File: src/rtl/matrix_fb_if.sv
// Host write/commit and display read signals of the double-buffered 8x8 frame buffer.
// The host/controller side takes master and the frame buffer takes slave.
interface matrix_fb_if;
  logic       wr_en;
  logic [2:0] wr_row;
  logic [7:0] wr_data;
  logic       wr_ready;
  logic       commit;
  logic       swap_pending;
  logic       swap_done;
  logic       forced_swap;
  logic [2:0] disp_addr;
  logic [7:0] disp_data;

  modport master (
    output wr_en, wr_row, wr_data, commit, disp_addr,
    input  wr_ready, swap_pending, swap_done, forced_swap, disp_data
  );

  modport slave (
    input  wr_en, wr_row, wr_data, commit, disp_addr,
    output wr_ready, swap_pending, swap_done, forced_swap, disp_data
  );
endinterface

File: src/rtl/matrix_fb.sv
// Double-buffered 8x8 frame buffer: the host fills the back bank, and a commit swaps
// banks on the display's 7->0 row wrap (or after a timeout) so no frame is shown half-written.
module matrix_fb #(
  parameter int SYNC_STAGES  = 2,
  parameter int SWAP_TIMEOUT = 4194304,
  parameter int TO_W         = 23
) (
  input  logic        clk,
  input  logic        reset,
  matrix_fb_if.slave  fb
);

  typedef enum logic {IDLE, PEND} state_t;
  typedef enum logic {BANK_A, BANK_B} bank_t;

  localparam logic [TO_W-1:0] TO_LAST =
    (SWAP_TIMEOUT == 0) ? '0 : TO_W'(SWAP_TIMEOUT - 1);

  state_t          state, state_nx;
  bank_t           front_sel;
  logic [7:0]      bank_a [8];
  logic [7:0]      bank_b [8];
  logic [2:0]      sync_q [SYNC_STAGES];
  logic [TO_W-1:0] to_cnt;
  logic            swap_done_q;
  logic            forced_q;

  logic write_ok, accept_commit, boundary, timeout;
  logic swap_now, swap_forced;

  assign write_ok      = fb.wr_en  && fb.wr_ready;
  assign accept_commit = fb.commit && fb.wr_ready;
  assign boundary      = (sync_q[SYNC_STAGES-1] == 3'd7) && (sync_q[SYNC_STAGES-2] == 3'd0);
  assign timeout       = (SWAP_TIMEOUT != 0) && (to_cnt == TO_LAST);

  // NOTE: every output of this block gets a default first, so no path can infer a latch.
  always_comb begin
    state_nx    = state;
    swap_now    = 1'b0;
    swap_forced = 1'b0;
    case (state)
      IDLE: if (accept_commit) state_nx = PEND;
      PEND: begin
        if (boundary) begin
          state_nx = IDLE;
          swap_now = 1'b1;
        end else if (timeout) begin
          state_nx    = IDLE;
          swap_now    = 1'b1;
          swap_forced = 1'b1;
        end
      end
      default: state_nx = IDLE;
    endcase
  end

  // NOTE: sequential state uses non-blocking assignments so every flop samples pre-edge values.
  always_ff @(posedge clk) begin
    if (!reset) state <= IDLE;
    else        state <= state_nx;
  end

  always_ff @(posedge clk) begin
    if (!reset) begin
      front_sel   <= BANK_A;
      swap_done_q <= 1'b0;
      forced_q    <= 1'b0;
      to_cnt      <= '0;
      for (int i = 0; i < SYNC_STAGES; i++) sync_q[i] <= '0;
      // NOTE: the banks are real registers whose cleared contents are displayed, so they are reset.
      for (int r = 0; r < 8; r++) begin
        bank_a[r] <= '0;
        bank_b[r] <= '0;
      end
    end else begin
      sync_q[0] <= fb.disp_addr;
      for (int i = 1; i < SYNC_STAGES; i++) sync_q[i] <= sync_q[i-1];

      swap_done_q <= swap_now;
      if (swap_now) front_sel <= (front_sel == BANK_A) ? BANK_B : BANK_A;

      if (accept_commit)    forced_q <= 1'b0;
      else if (swap_forced) forced_q <= 1'b1;

      if (state == IDLE)        to_cnt <= '0;
      else if (to_cnt != TO_LAST) to_cnt <= to_cnt + 1'b1;

      // The write is applied before pending sets, so a write paired with commit is kept.
      if (write_ok) begin
        if (front_sel == BANK_A) bank_b[fb.wr_row] <= fb.wr_data;
        else                     bank_a[fb.wr_row] <= fb.wr_data;
      end
    end
  end

  always_comb begin
    fb.wr_ready     = (state == IDLE);
    fb.swap_pending = (state == PEND);
    fb.swap_done    = swap_done_q;
    fb.forced_swap  = forced_q;
    fb.disp_data    = (front_sel == BANK_A) ? bank_a[fb.disp_addr] : bank_b[fb.disp_addr];
  end

endmodule

File: src/flat_wrapper.sv
// flat-port wrapper written by rule: the top's interface ports become plain ports
module matrix_fb_flat 
#(
  parameter int SYNC_STAGES  = 2,
  parameter int SWAP_TIMEOUT = 4194304,
  parameter int TO_W         = 23
)
  (clk, reset, fb_wr_en, fb_wr_row, fb_wr_data, fb_commit, fb_disp_addr, fb_wr_ready, fb_swap_pending, fb_swap_done, fb_forced_swap, fb_disp_data);
  matrix_fb_if fb_i ();
  input  logic clk;
  input  logic reset;
  input wire logic [$bits(fb_i.wr_en)-1:0] fb_wr_en;
  input wire logic [$bits(fb_i.wr_row)-1:0] fb_wr_row;
  input wire logic [$bits(fb_i.wr_data)-1:0] fb_wr_data;
  input wire logic [$bits(fb_i.commit)-1:0] fb_commit;
  input wire logic [$bits(fb_i.disp_addr)-1:0] fb_disp_addr;
  output wire logic [$bits(fb_i.wr_ready)-1:0] fb_wr_ready;
  output wire logic [$bits(fb_i.swap_pending)-1:0] fb_swap_pending;
  output wire logic [$bits(fb_i.swap_done)-1:0] fb_swap_done;
  output wire logic [$bits(fb_i.forced_swap)-1:0] fb_forced_swap;
  output wire logic [$bits(fb_i.disp_data)-1:0] fb_disp_data;
  assign fb_i.wr_en = fb_wr_en;
  assign fb_i.wr_row = fb_wr_row;
  assign fb_i.wr_data = fb_wr_data;
  assign fb_i.commit = fb_commit;
  assign fb_i.disp_addr = fb_disp_addr;
  assign fb_wr_ready = fb_i.wr_ready;
  assign fb_swap_pending = fb_i.swap_pending;
  assign fb_swap_done = fb_i.swap_done;
  assign fb_forced_swap = fb_i.forced_swap;
  assign fb_disp_data = fb_i.disp_data;
  matrix_fb #(.SYNC_STAGES(SYNC_STAGES), .SWAP_TIMEOUT(SWAP_TIMEOUT), .TO_W(TO_W)) u_core (.clk(clk), .reset(reset), .fb(fb_i));
endmodule
File: config.mk
export PLATFORM = sky130hd
export DESIGN_NAME = matrix_fb_flat
export DESIGN_NICKNAME = d
export VERILOG_FILES = /design/src/rtl/matrix_fb_if.sv /design/src/rtl/matrix_fb.sv /design/src/flat_wrapper.sv
export SDC_FILE = /design/constraint.sdc
export NUM_CORES = 1
export LEC_CHECK = 0
export CORE_UTILIZATION = 50
export DETAILED_ROUTE_END_ITERATION = 8
export PLACE_DENSITY = 0.68
export SLEW_MARGIN = 20
export SYNTH_ARGS = -nofsm -noshare
export SYNTH_HDL_FRONTEND = slang
export SYNTH_SLANG_ARGS = --single-unit
File: constraint.sdc
create_clock -name clk -period 4.7 [get_ports clk]
set_input_delay 0.705 -clock clk [delete_from_list [all_inputs] [get_ports clk]]
set_output_delay 0.705 -clock clk [all_outputs]
set_load 0.02 [all_outputs]
Yosys cells after proc, flatten, opt, wreduce, memory -nomap -nowiden
Memories as Yosys holds them, arrays and structs flattened.
Cells that the tools add are included.
{"block": "classes", "n_addsub": 1, "eq_ne": 3, "mux": 28, "bitwise": 4, "n_reduce_logical": 8}
{"cell": "$mux W8", "count": 3}
{"cell": "$add A23 B1 Y23 const B", "count": 1}
{"cell": "$eq A23 B22 Y1 const B", "count": 1}
{"cell": "$ne A23 B22 Y1 const B", "count": 1}
{"cell": "$mux W1", "count": 20}
{"cell": "$reduce_or A8 Y1", "count": 2}
{"cell": "$mux W3", "count": 4}
{"cell": "$eq A3 B3 Y1 const B", "count": 1}
{"cell": "$logic_and A1 B1 Y1", "count": 3}
{"cell": "$logic_not A3 Y1", "count": 1}
{"cell": "$not A1 Y1", "count": 2}
{"cell": "$or A1 B1 Y1", "count": 2}
{"cell": "$pmux W1 S2", "count": 1}
{"cell": "$reduce_and A2 Y1", "count": 1}
{"cell": "$reduce_or A2 Y1", "count": 1}
{"block": "word_totals", "ff_bits": 27, "ramBits": 134, "in_bits": 18, "out_inout_bits": 12, "elab_cells": 52, "mem_count": 3}
{"name": "u_core.bank_a", "words": 8, "width": 8, "rd": 1, "rd_clocked_by_memory_dff": 0, "wr": 8, "line": "matrix_fb.sv:21", "text": "logic [7:0] bank_a [8];"}
{"name": "u_core.bank_b", "words": 8, "width": 8, "rd": 1, "rd_clocked_by_memory_dff": 0, "wr": 8, "line": "matrix_fb.sv:22", "text": "logic [7:0] bank_b [8];"}
{"name": "u_core.sync_q", "words": 2, "width": 3, "rd": 2, "rd_clocked_by_memory_dff": 0, "wr": 2, "line": "matrix_fb.sv:23", "text": "logic [2:0] sync_q [SYNC_STAGES];"}

Logic depth before layout (Yosys ltp)
Gate-level depths: netlist of run 1.
{"block": "depth", "ltp_word": 7, "mapped_depth": 7, "ltp_nobuf": 5}

Worst setup path before layout of run 1
OpenSTA, ideal clock, no wires.
{"block": "synth_timing", "path_type": "input to output", "startpoint": "in fb_disp_addr[0]", "endpoint": "out fb_disp_data[0]", "t_arrival_ns": 2.342, "required_time_ns": 3.995, "slack_ns": 1.653, "cell_stages": 4, "n_path_buf": 2, "path_cell_list": "clkbuf_1 -> buf_2 -> mux4_2 -> mux4_2"}
{"block": "synth_via", "elab_chain_cells": 2, "word_cells_on_any_way": 3, "classes_between": "1 x mux; 2 x memory"}
{"item": "start, declared", "line": "flat_wrapper.sv:16", "text": "input wire logic [$bits(fb_i.disp_addr)-1:0] fb_disp_addr;"}
{"item": "$mem_v2 Z8 W8 (on tied branches)"}
{"item": "$mux W8 (*)", "line": "matrix_fb.sv:101", "text": "fb.disp_data = (front_sel == BANK_A) ? bank_a[fb.disp_addr] : bank_b[fb.disp_addr];"}
{"item": "end, declared", "line": "flat_wrapper.sv:21", "text": "output wire logic [$bits(fb_i.disp_data)-1:0] fb_disp_data;"}
Every way passes the cells marked *; elsewhere a longest branch is shown, timed or not.

Worst setup path in the final report of run 1
{"block": "layout_timing", "startpoint": "in fb_disp_addr[1]", "endpoint": "out fb_disp_data[3]"}
The elaborated chain is that of the path after synthesis.

==> results_tabular.tex, run 1 <==
\begin{tabular}{lr}
\hline
Metric & Value \\
\hline
\multicolumn{2}{l}{\textbf{Clocking}} \\
Number of buffers created by CTS & 17 \\
Post-CTS resize count & 0 \\
Number of H-tree levels & 4 \\
Worst-path clk slew & 0.06 ns \\
Master cell of the clock root buffer & clkbuf\_16 \\
TritonCTS clock tree & done \\
Hold buffers post-CTS & 0 \\
Clock Sinks & 161 \\
Post-CTS setup buffer count & 0 \\
Largest buffer count on any clock path & 2 \\
Skew-Pair Late Insertion Delay & 0.43 ns \\
\multicolumn{2}{l}{\textbf{Die}} \\
Die Y & 124 um \\
Horizontal die dimension & 124 um \\
Row count & between 40 and 50 \\
Initial cell density of the core & 0.512 \\
Top-Level Pins & 30 \\
Area inside the core boundary & between 10,000 and 15,000 um2 \\
Total die area & 15,300 um2 \\
\multicolumn{2}{l}{\textbf{Place}} \\
Weighted congestion at the end of routability-driven global placement & 0.819 \\
IO buf count & 29 \\
Standard cell area after detailed placement & 8000 um2 \\
Final HPWL from detailed placement & 11,900 um \\
Cell count after placement & 745 \\
\multicolumn{2}{l}{\textbf{Yosys}} \\
Instance count of the mapped netlist & 539 \\
Ys flop type & edfxtp\_1 \\
Cell variety after synth & 45 \\
Syn\_area\_per\_cell & 13.8 um2 \\
Sequential element share of the synthesized area & 0.607 \\
Post-synthesis instance area & roughly 7400 um2 \\
Synthesis-stage register bit count & approximately 160 \\
Async set or reset register ratio after synthesis & 0 \\
Number of nets in the synthesized netlist & between 500 and 600 \\
Post-synth EDFFs & 128 \\
Count of yosys warnings during synthesis & 0 \\
\multicolumn{2}{l}{\textbf{STA}} \\
Skew final & $\sim$0.009 ns \\
Hold Vio Cnt, Final & 0 \\
Final clock period utilization by the worst path & 0.798 \\
Post-layout min period & 3.75 ns \\
Final-report setup violation count & 0 \\
Slew Limit Headroom & 0.309 \\
Worst-Margin Slew & 1.03 ns \\
Aggregate negative setup slack & 0 ns \\
Setup repair after global routing missed its margin & false \\
Max-slew violation total from the final report & 0 \\
Highest achievable clock rate & $\sim$270 MHz \\
\multicolumn{2}{l}{\textbf{Global routing}} \\
Wire length of the first global-routing pass & $\sim$27,000 um \\
Total global-route track usage & 0.264 \\
Largest net degree at the start of global routing & 34 \\
Antenna violations before repair & 0 \\
Grt ovf & 0 \\
Number of global-route vias before repair & 4,491 \\
\multicolumn{2}{l}{\textbf{Route}} \\
Detailed-route vias per instance & 6.10 \\
Routed Antenna Nets & 0 \\
Pre-antenna DRT Iters & 5 \\
Final Routed Wirelength & 18,300 um \\
Post-DR wirelength/cell & 23.5 um \\
Detailed-route via count & 4,743 \\
DRC violation count after routing & 0 \\
DR iter-0 viols & a little over 600 \\
\multicolumn{2}{l}{\textbf{Cells and area}} \\
Core occupancy in the finished layout & 0.590 \\
Commonest cells after routing, fill and taps aside & and2\_1, edfxtp\_1, mux4\_2 \\
Synth-to-Final Area Change & 15.1\% \\
Share of post-route cells with drive strength above 1 & 0.164 \\
Diodes inserted & 0 \\
Non-filler instance count after layout & 777 \\
Number of nets in the layout & 599 \\
Leading cell type in the layout, fill and taps excluded & and2\_1 \\
Final cell area excluding filler cells & between 8000 and 9000 um2 \\
\multicolumn{2}{l}{\textbf{Critical path}} \\
Sequence of cells on the critical path & clkdlybuf4s50\_1, buf\_4, mux4\_2, mux4\_2, clkdlybuf4s50\_1 \\
Register-to-Register Setup Slack & between 1.5 and 2 ns \\
Critical path's top delay family & buffers and inverters \\
Crit path largest cell delay & around 0.58 ns \\
CP startpoint kind & input pin \\
Endpoint kind of the worst setup timing path & output port \\
Timing startpoint of the critical path & fb\_disp\_addr[1] \\
Buffers plus inverters on the worst setup path & 3 \\
Worst setup path category & in2out \\
Critical path fanouts, max & 33 \\
Crit Reg-Reg Startpoint & u\_core.front\_sel\$\_SDFFE\_PN0P\_ \\
Data arrival time at the worst-slack endpoint & roughly 3.1 ns \\
Count of cell instances traversed by the critical path & 5 \\
Destination of the critical timing path & fb\_disp\_data[3] \\
R2r endpoint & u\_core.bank\_a[2][5]\$\_SDFFCE\_PN0P\_ \\
Cell at the slowest stage of the critical path & clkdlybuf4s50\_1 \\
Worst-case reg-to-reg path depth & 4 \\
CP Data Required Time & 3.99 ns \\
\multicolumn{2}{l}{\textbf{Power and ir drop}} \\
Worst voltage drop across the vdd grid & 0.000245 V \\
Power Density & 360 nW/um2 \\
Leakage component of the power & 3.01 nW \\
\multicolumn{2}{l}{\textbf{Status}} \\
Run status & completed \\
\multicolumn{2}{l}{\textbf{Hold path}} \\
Kind of path behind the tightest hold check & reg2reg \\
Hold path startpoint & u\_core.to\_cnt[22]\$\_SDFFE\_PN0P\_ \\
\multicolumn{2}{l}{\textbf{Job}} \\
Count of maximum capacitance violations & 0 \\
\hline
\end{tabular}
[cells in the mapped netlist (4+ instances only)]
library cell  number  area [um2]
nand2_1           29         109
nor2_1            13        48.8
nand4_1            5        31.3
and3_1             4        25.0
mux4_2            40         901
edfxtp_1         128        3840
o21ai_0           18        90.1
a21oi_1           11        55.1
nand2b_1          21         131
nor3_1             9        45.0
and2_1           136         851
clkbuf_1          23        86.3
mux2i_1           12         120
dfxtp_1           33         661
nand3_1            8        40.0
buf_2              5        25.0
[cell type report]
type	count	area, um2
Fill cell	1116	5940
Multi-Input combinational cell	345	2800
Tap cell	184	230
Clock buffer	23	479
Timing Repair Buffer	53	465
Sequential cell	161	4500
Inverter	2	7.51
Clock inverter	9	56.3
[cell families (layout without fill, tap and decap cells)]
group | Yosys count | after routing | synth area share
simple gates | 240 | 240 | 0.190
flops | 161 | 161 | 0.607
compound gates | 52 | 52 | 0.0459
mux | 52 | 52 | 0.138
buf+inv | 33 | 87 | 0.0177
fa+ha+maj | 1 | 1 | 0.00169
[how the worst min path moves through the flow]
stage	depth (start not counted)	slack [ns]	endpoint
6_report	2	0.43	u_core.to_cnt[22]$_SDFFE_PN0P_
3_3_place_gp	2	0.41	u_core.to_cnt[22]$_SDFFE_PN0P_
5_1_grt	1	0.47	u_core.sync_q[0][4]$_SDFF_PN0_
4_1_cts	2	0.43	u_core.to_cnt[22]$_SDFFE_PN0P_
2_1_floorplan	2	0.41	u_core.to_cnt[22]$_SDFFE_PN0P_
3_5_place_dp	2	0.42	u_core.to_cnt[22]$_SDFFE_PN0P_
[flip-flops by register name, indices dropped and copies added, names as in the netlist]
name                    cells
u_core.bank_a              64
u_core.bank_b              64
u_core.to_cnt              23
u_core.sync_q               6
u_core.fb.forced_swap       1
u_core.fb.swap_done         1
u_core.fb.swap_pending      1
u_core.front_sel            1
[stage by stage]
stage	power, W	hold WS (ns)	setup WS (ns)
detailed placement	0.00184	0.425	0.941
finish	0.00308	0.430	0.947
global route	0.00316	0.470	0.844
floorplan	0.00174	0.407	1.65
CTS	0.00308	0.433	0.929
global placement	0.00183	0.415	0.994
[where the power goes]
part	internal, W	switching, W
clock network	0.000717	0.000547
registers	0.00158	0.0000160
logic	0.0000935	0.000120
total	0.00239	0.000684
[worst reg2reg max path, cell delays in order (launching register included)]
cell      delay [ns]
dfxtp_1         0.94
nand4_1         0.50
nor3_1          0.26
buf_4           0.24
nand2b_1        0.57
[metal layers]
metal	vias up	wire length [um]	global-route usage
met1	2365	8030	0.391
li1	2108	-	-
met3	33	1710	0.0673
met2	237	8200	0.374
met5	-	0	0
met4	0	352	0.0964
Note: power is estimated with default switching activity, not from simulation.
==> run 2: changes to the inputs <==
--- a/config.mk
+++ b/config.mk
@@ -7,7 +7,7 @@
 export LEC_CHECK = 0
 export CORE_UTILIZATION = 50
 export DETAILED_ROUTE_END_ITERATION = 8
-export PLACE_DENSITY = 0.68
+export PLACE_DENSITY = 0.7
 export SLEW_MARGIN = 20
 export SYNTH_ARGS = -nofsm -noshare
 export SYNTH_HDL_FRONTEND = slang
==> constraint.sdc (replaced) <==
create_clock -name clk -period 3.3 [get_ports clk]
set_input_delay 0.495 -clock clk [delete_from_list [all_inputs] [get_ports clk]]
set_output_delay 0.495 -clock clk [all_outputs]
set_load 0.02 [all_outputs]
==> run 2 against run 1 <==
Against the previous run:
- utilization increased by 0.37 points
- die area unchanged
- clock-buffer cell count decreased by 6
- routed wire length decreased by 1.7%
- register-to-register slack got worse by 1.2 ns
- non-clock buffer count unchanged
- global-route usage decreased by 0.92 points
- via count increased by 0.19%
- largest power group unchanged
==> results_tabular.tex, run 2 (synthesis results as in run 1) <==
\begin{tabular}{lr}
\hline
Metric & Value \\
\hline
\multicolumn{2}{l}{\textbf{Status}} \\
Run status & completed \\
\multicolumn{2}{l}{\textbf{Die}} \\
Area inside the core boundary & 14,500 um2 \\
Row count & 44 \\
Horizontal die dimension & 124 um \\
Die Y & 124 um \\
Initial cell density of the core & 0.512 \\
Top-Level Pins & 30 \\
Total die area & between 15,000 and 20,000 um2 \\
\multicolumn{2}{l}{\textbf{Critical path}} \\
Timing startpoint of the critical path & fb\_disp\_addr[1] \\
R2r endpoint & u\_core.bank\_a[2][6]\$\_SDFFCE\_PN0P\_ \\
Worst-case reg-to-reg path depth & 4 \\
Endpoint kind of the worst setup timing path & output port \\
Data arrival time at the worst-slack endpoint & approximately 2.6 ns \\
Register-to-Register Setup Slack & approximately 0.66 ns \\
Destination of the critical timing path & fb\_disp\_data[5] \\
Worst setup path category & in2out \\
CP startpoint kind & input pin \\
Critical path fanouts, max & 33 \\
Crit Reg-Reg Startpoint & u\_core.front\_sel\$\_SDFFE\_PN0P\_ \\
CP Data Required Time & 2.80 ns \\
\multicolumn{2}{l}{\textbf{Clocking}} \\
Clock Sinks & 161 \\
Skew-Pair Late Insertion Delay & $\sim$0.43 ns \\
Hold buffers post-CTS & 0 \\
Number of H-tree levels & 4 \\
Worst-path clk slew & 0.06 ns \\
Number of buffers created by CTS & 17 \\
TritonCTS clock tree & done \\
Post-CTS resize count & 0 \\
Post-CTS setup buffer count & 0 \\
Master cell of the clock root buffer & clkbuf\_16 \\
Largest buffer count on any clock path & 2 \\
\multicolumn{2}{l}{\textbf{STA}} \\
Hold Vio Cnt, Final & 0 \\
Worst-Margin Slew & about 0.94 ns \\
Final-report setup violation count & 0 \\
Highest achievable clock rate & 321 MHz \\
Slew Limit Headroom & 0.373 \\
Skew final & 0.00663 ns \\
Setup repair after global routing missed its margin & false \\
Final clock period utilization by the worst path & 0.945 \\
Post-layout min period & 3.12 ns \\
Aggregate negative setup slack & 0 ns \\
Max-slew violation total from the final report & 0 \\
\multicolumn{2}{l}{\textbf{Power and ir drop}} \\
Leakage component of the power & 3.02 nW \\
Power Density & between 500 and 600 nW/um2 \\
Worst voltage drop across the vdd grid & 0.000381 V \\
\multicolumn{2}{l}{\textbf{Hold path}} \\
Hold path startpoint & u\_core.to\_cnt[22]\$\_SDFFE\_PN0P\_ \\
Kind of path behind the tightest hold check & reg2reg \\
\multicolumn{2}{l}{\textbf{Global routing}} \\
Total global-route track usage & 0.255 \\
Wire length of the first global-routing pass & about 27,000 um \\
Largest net degree at the start of global routing & 34 \\
Grt ovf & 0 \\
Antenna violations before repair & 0 \\
Number of global-route vias before repair & 4,383 \\
\multicolumn{2}{l}{\textbf{Route}} \\
Detailed-route via count & 4,752 \\
DR iter-0 viols & 532 \\
Final Routed Wirelength & 18,000 um \\
DRC violation count after routing & 0 \\
Pre-antenna DRT Iters & 5 \\
Routed Antenna Nets & 0 \\
Post-DR wirelength/cell & 23.2 um \\
Detailed-route vias per instance & about 6 \\
\multicolumn{2}{l}{\textbf{Cells and area}} \\
Diodes inserted & 0 \\
Top flop regs & u\_core.bank\_a x64, u\_core.bank\_b x64, u\_core.to\_cnt x23 \\
Commonest cells after routing, fill and taps aside & and2\_1, edfxtp\_1, mux4\_2 \\
Leading cell type in the layout, fill and taps excluded & and2\_1 \\
Number of nets in the layout & 599 \\
Synth-to-Final Area Change & 15.8\% \\
Non-filler instance count after layout & 777 \\
Share of post-route cells with drive strength above 1 & 0.164 \\
FILL cells & between 1,000 and 1,500 \\
\multicolumn{2}{l}{\textbf{Place}} \\
Final HPWL from detailed placement & 12,600 um \\
Weighted congestion at the end of routability-driven global placement & approximately 0.90 \\
Cell count after placement & about 750 \\
IO buf count & 29 \\
\multicolumn{2}{l}{\textbf{Job}} \\
Count of maximum capacitance violations & 0 \\
\hline
\end{tabular}
[run 2: changes by cell type in the layout (fill, tap and decap cells not counted), sizes merged]
| cell | before | now |
|---|---|---|
| clkbuf | 23 | 17 |
| bufinv | 0 | 2 |
| clkinv | 7 | 8 |
| clkinvlp | 1 | 4 |
[run 2: area by class of cell]
class	instances	area, um2	share of cell area
clock buffers	17	425	0.0495
well taps	184	230	0.0268
inverters	2	7.51	0.000874
multi-input cells	345	2790	0.325
repair buffers	53	490	0.0571
flip-flops and latches	161	4500	0.524
clock inverters	15	144	0.0167
[run 2: through the flow]
stage          setup slack (ns)  instance area (um2)  total power [W]   util  hold slack (ns)
2_1_floorplan             0.673                 7420          0.00248      -            0.407
3_3_place_gp              0.219                 8020          0.00262  0.554            0.415
6_report                  0.182                 8590          0.00450  0.593            0.433
3_5_place_dp              0.198                 8020          0.00262  0.554            0.431
5_1_grt                   0.155                 8590          0.00463  0.593            0.456
4_1_cts                   0.178                 8590          0.00451  0.593            0.439
[run 2: report_power, final]
part | internal, W | switching [W] | total [W]
clock network | 0.00111 | 0.000808 | 0.00191
registers | 0.00225 | 0.0000390 | 0.00229
logic | 0.000136 | 0.000160 | 0.000296
[run 2: worst min-delay path by stage]
stage                                           endpoint  slack [ns]  cells past startpoint
final                     u_core.to_cnt[22]$_SDFFE_PN0P_        0.43                      2
after global routing      u_core.to_cnt[22]$_SDFFE_PN0P_        0.46                      2
after CTS                 u_core.to_cnt[22]$_SDFFE_PN0P_        0.44                      2
after detailed placement  u_core.to_cnt[22]$_SDFFE_PN0P_        0.43                      2
after global placement    u_core.to_cnt[22]$_SDFFE_PN0P_        0.42                      2
after floorplan           u_core.to_cnt[22]$_SDFFE_PN0P_        0.41                      2
[run 2: metal layers]
metal | share of wire | GRT usage
met5 | 0 | 0
met4 | 0.015 | 0.0821
met3 | 0.084 | 0.0572
met2 | 0.47 | 0.376
met1 | 0.44 | 0.373
[run 2: worst max-delay path, stage by stage]
cell and delay [ns]:
clkdlybuf4s50_1 0.51, buf_12 0.22, mux4_2 0.33, mux4_2 0.50, clkdlybuf4s50_1 0.56
==> run 3: changes to the inputs <==
--- a/config.mk
+++ b/config.mk
@@ -5,6 +5,7 @@
 export SDC_FILE = /design/constraint.sdc
 export NUM_CORES = 1
 export LEC_CHECK = 0
+export CAP_MARGIN = 40
 export CORE_UTILIZATION = 50
 export DETAILED_ROUTE_END_ITERATION = 8
 export PLACE_DENSITY = 0.7
==> run 3 against run 2 <==
Against the previous run:
- global-route usage is the same
- hold slack gained 0.0020 ns
- die area is the same
- clock skew is essentially flat
- first-iteration DRC count shrank 10%
- worst setup slack gained 0.0030 ns
- sequential power is essentially flat
- non-clock buffer count grew 2
- cell area grew 0.26%
==> results_tabular.tex, run 3 (synthesis results as in run 1) <==
\begin{tabular}{lr}
\hline
Metric & Value \\
\hline
\multicolumn{2}{l}{\textbf{Critical path}} \\
Critical path fanouts, max & 33 \\
Worst setup path category & in2out \\
Timing startpoint of the critical path & fb\_disp\_addr[1] \\
Crit Reg-Reg Startpoint & u\_core.fb.swap\_pending\$\_SDFF\_PN0\_ \\
CP startpoint kind & input pin \\
Endpoint kind of the worst setup timing path & output port \\
CP Data Required Time & roughly 2.8 ns \\
Data arrival time at the worst-slack endpoint & 2.62 ns \\
\multicolumn{2}{l}{\textbf{Route}} \\
Pre-antenna DRT Iters & 5 \\
Detailed-route vias per instance & 6.10 \\
Detailed-route via count & 4,754 \\
DR iter-0 viols & 478 \\
Final Routed Wirelength & approximately 18,000 um \\
Post-DR wirelength/cell & 23.0 um \\
DRC violation count after routing & 0 \\
Routed Antenna Nets & 0 \\
\multicolumn{2}{l}{\textbf{Global routing}} \\
Largest net degree at the start of global routing & 34 \\
Total global-route track usage & 0.255 \\
Grt ovf & 0 \\
Number of global-route vias before repair & 4,383 \\
Antenna violations before repair & 0 \\
Wire length of the first global-routing pass & 27,200 um \\
\multicolumn{2}{l}{\textbf{Clocking}} \\
Worst-path clk slew & 0.06 ns \\
Hold buffers post-CTS & 0 \\
Largest buffer count on any clock path & 2 \\
Number of buffers created by CTS & 17 \\
Clock Sinks & between 150 and 200 \\
Post-CTS resize count & 0 \\
TritonCTS clock tree & done \\
Skew-Pair Late Insertion Delay & 0.43 ns \\
Master cell of the clock root buffer & clkbuf\_16 \\
Number of H-tree levels & 4 \\
Post-CTS setup buffer count & 0 \\
\multicolumn{2}{l}{\textbf{Cells and area}} \\
Diodes inserted & 0 \\
Core occupancy in the finished layout & 0.595 \\
Commonest cells after routing, fill and taps aside & and2\_1, edfxtp\_1, mux4\_2 \\
Multi-input gate area & 2790 um2 \\
Combined flip-flop and latch cell area & 4500 um2 \\
Leading cell type in the layout, fill and taps excluded & and2\_1 \\
Top flop regs & u\_core.bank\_a x64, u\_core.bank\_b x64, u\_core.to\_cnt x23 \\
Synth-to-Final Area Change & 16.1\% \\
Share of post-route cells with drive strength above 1 & 0.166 \\
Number of nets in the layout & 601 \\
Non-filler instance count after layout & about 780 \\
FILL cells & $\sim$1,100 \\
\multicolumn{2}{l}{\textbf{Place}} \\
Weighted congestion at the end of routability-driven global placement & a little under 0.9 \\
Cell count after placement & 745 \\
Final HPWL from detailed placement & 12,600 um \\
Pre-CTS WS & 0.198 ns \\
IO buf count & 29 \\
\multicolumn{2}{l}{\textbf{STA}} \\
Post-layout min period & 3.11 ns \\
Worst-Margin Slew & about 0.7 ns \\
Setup repair after global routing missed its margin & false \\
Max-slew violation total from the final report & 0 \\
Final worst setup slack & 0.185 ns \\
Post-route worst hold slack & between 0.4 and 0.5 ns \\
Hold Vio Cnt, Final & 0 \\
Aggregate negative setup slack & 0 ns \\
Skew final & around 0.0067 ns \\
Slew Limit Headroom & 0.540 \\
Final clock period utilization by the worst path & 0.944 \\
Final-report setup violation count & 0 \\
Highest achievable clock rate & 321 MHz \\
\multicolumn{2}{l}{\textbf{Die}} \\
Die Y & 124 um \\
Area inside the core boundary & $\sim$14,000 um2 \\
Total die area & 15,300 um2 \\
Row count & 44 \\
Top-Level Pins & 30 \\
Horizontal die dimension & 124 um \\
Initial cell density of the core & 0.512 \\
\multicolumn{2}{l}{\textbf{Power and ir drop}} \\
Power Density & $\sim$520 nW/um2 \\
Switching portion of total power & 0.223 \\
Cell-internal power & $\sim$0.0035 W \\
Switch Pwr & 0.00100 W \\
Leakage component of the power & 3.04 nW \\
Worst voltage drop across the vdd grid & 0.000384 V \\
Combinational Power Share & 0.066 \\
Clock network power share & 0.425 \\
Sequential power share & 0.510 \\
\multicolumn{2}{l}{\textbf{Hold path}} \\
Kind of path behind the tightest hold check & reg2reg \\
Hold path startpoint & u\_core.to\_cnt[22]\$\_SDFFE\_PN0P\_ \\
\multicolumn{2}{l}{\textbf{Status}} \\
Run status & completed \\
\multicolumn{2}{l}{\textbf{Job}} \\
Count of maximum capacitance violations & 0 \\
\hline
\end{tabular}
run 3: changes by cell type in the layout (fill, tap and decap cells not counted), sizes merged:
| cell | before | now |
|---|---|---|
| clkbuf | 17 | 18 |
| buf | 25 | 26 |
run 3: layout make-up:
type | count | share of cell area
sequential | 161 | 0.523
multi-input combinational | 345 | 0.324
timing repair buffer | 55 | 0.0595
clock buffer | 17 | 0.0494
tap | 184 | 0.0267
clock inverter | 15 | 0.0167
inverter | 2 | 0.000871
run 3: routing by layer:
layer / routed length, um / up-vias / global-route usage / share of wire
met2: 8370 / 220 / 0.376 / 0.47
met1: 7850 / 2392 / 0.373 / 0.44
met5: 0 / - / 0 / 0
met3: 1420 / 29 / 0.0572 / 0.079
met4: 309 / 0 / 0.0821 / 0.017
li1: - / 2113 / - / -
run 3: critical path, cell delays in order:
cell             delay (ns)
clkdlybuf4s50_1        0.51
buf_12                 0.21
mux4_2                 0.33
mux4_2                 0.49
clkdlybuf4s50_1        0.56
run 3: worst paths after layout:
check | depth (start not counted) | to | slack, ns
worst min register to register | 2 | u_core.to_cnt[22]$_SDFFE_PN0P_ | 0.43
worst min-delay path | 2 | u_core.to_cnt[22]$_SDFFE_PN0P_ | 0.43
worst max register to register | 5 | u_core.bank_b[0][6]$_SDFFCE_PN0P_ | 1.09
worst max-delay path | 5 | fb_disp_data[5] | 0.19
run 3: power by group through the flow:
stage | Sequential, W | Clock, W | Combinational [W]
2_1_floorplan | 0.00231 | 0 | 0.000173
3_3_place_gp | 0.00233 | 0 | 0.000285
3_5_place_dp | 0.00233 | 0 | 0.000294
4_1_cts | 0.00229 | 0.00192 | 0.000296
5_1_grt | 0.00229 | 0.00202 | 0.000314
6_report | 0.00229 | 0.00191 | 0.000295
run 3: through the flow:
| stage | power [W] | cell area (um2) |
|---|---|---|
| 2_1_floorplan | 0.00248 | 7420 |
| 3_3_place_gp | 0.00262 | 8020 |
| 3_5_place_dp | 0.00262 | 8020 |
| 4_1_cts | 0.00451 | 8590 |
| 5_1_grt | 0.00463 | 8610 |
| 6_report | 0.00450 | 8610 |
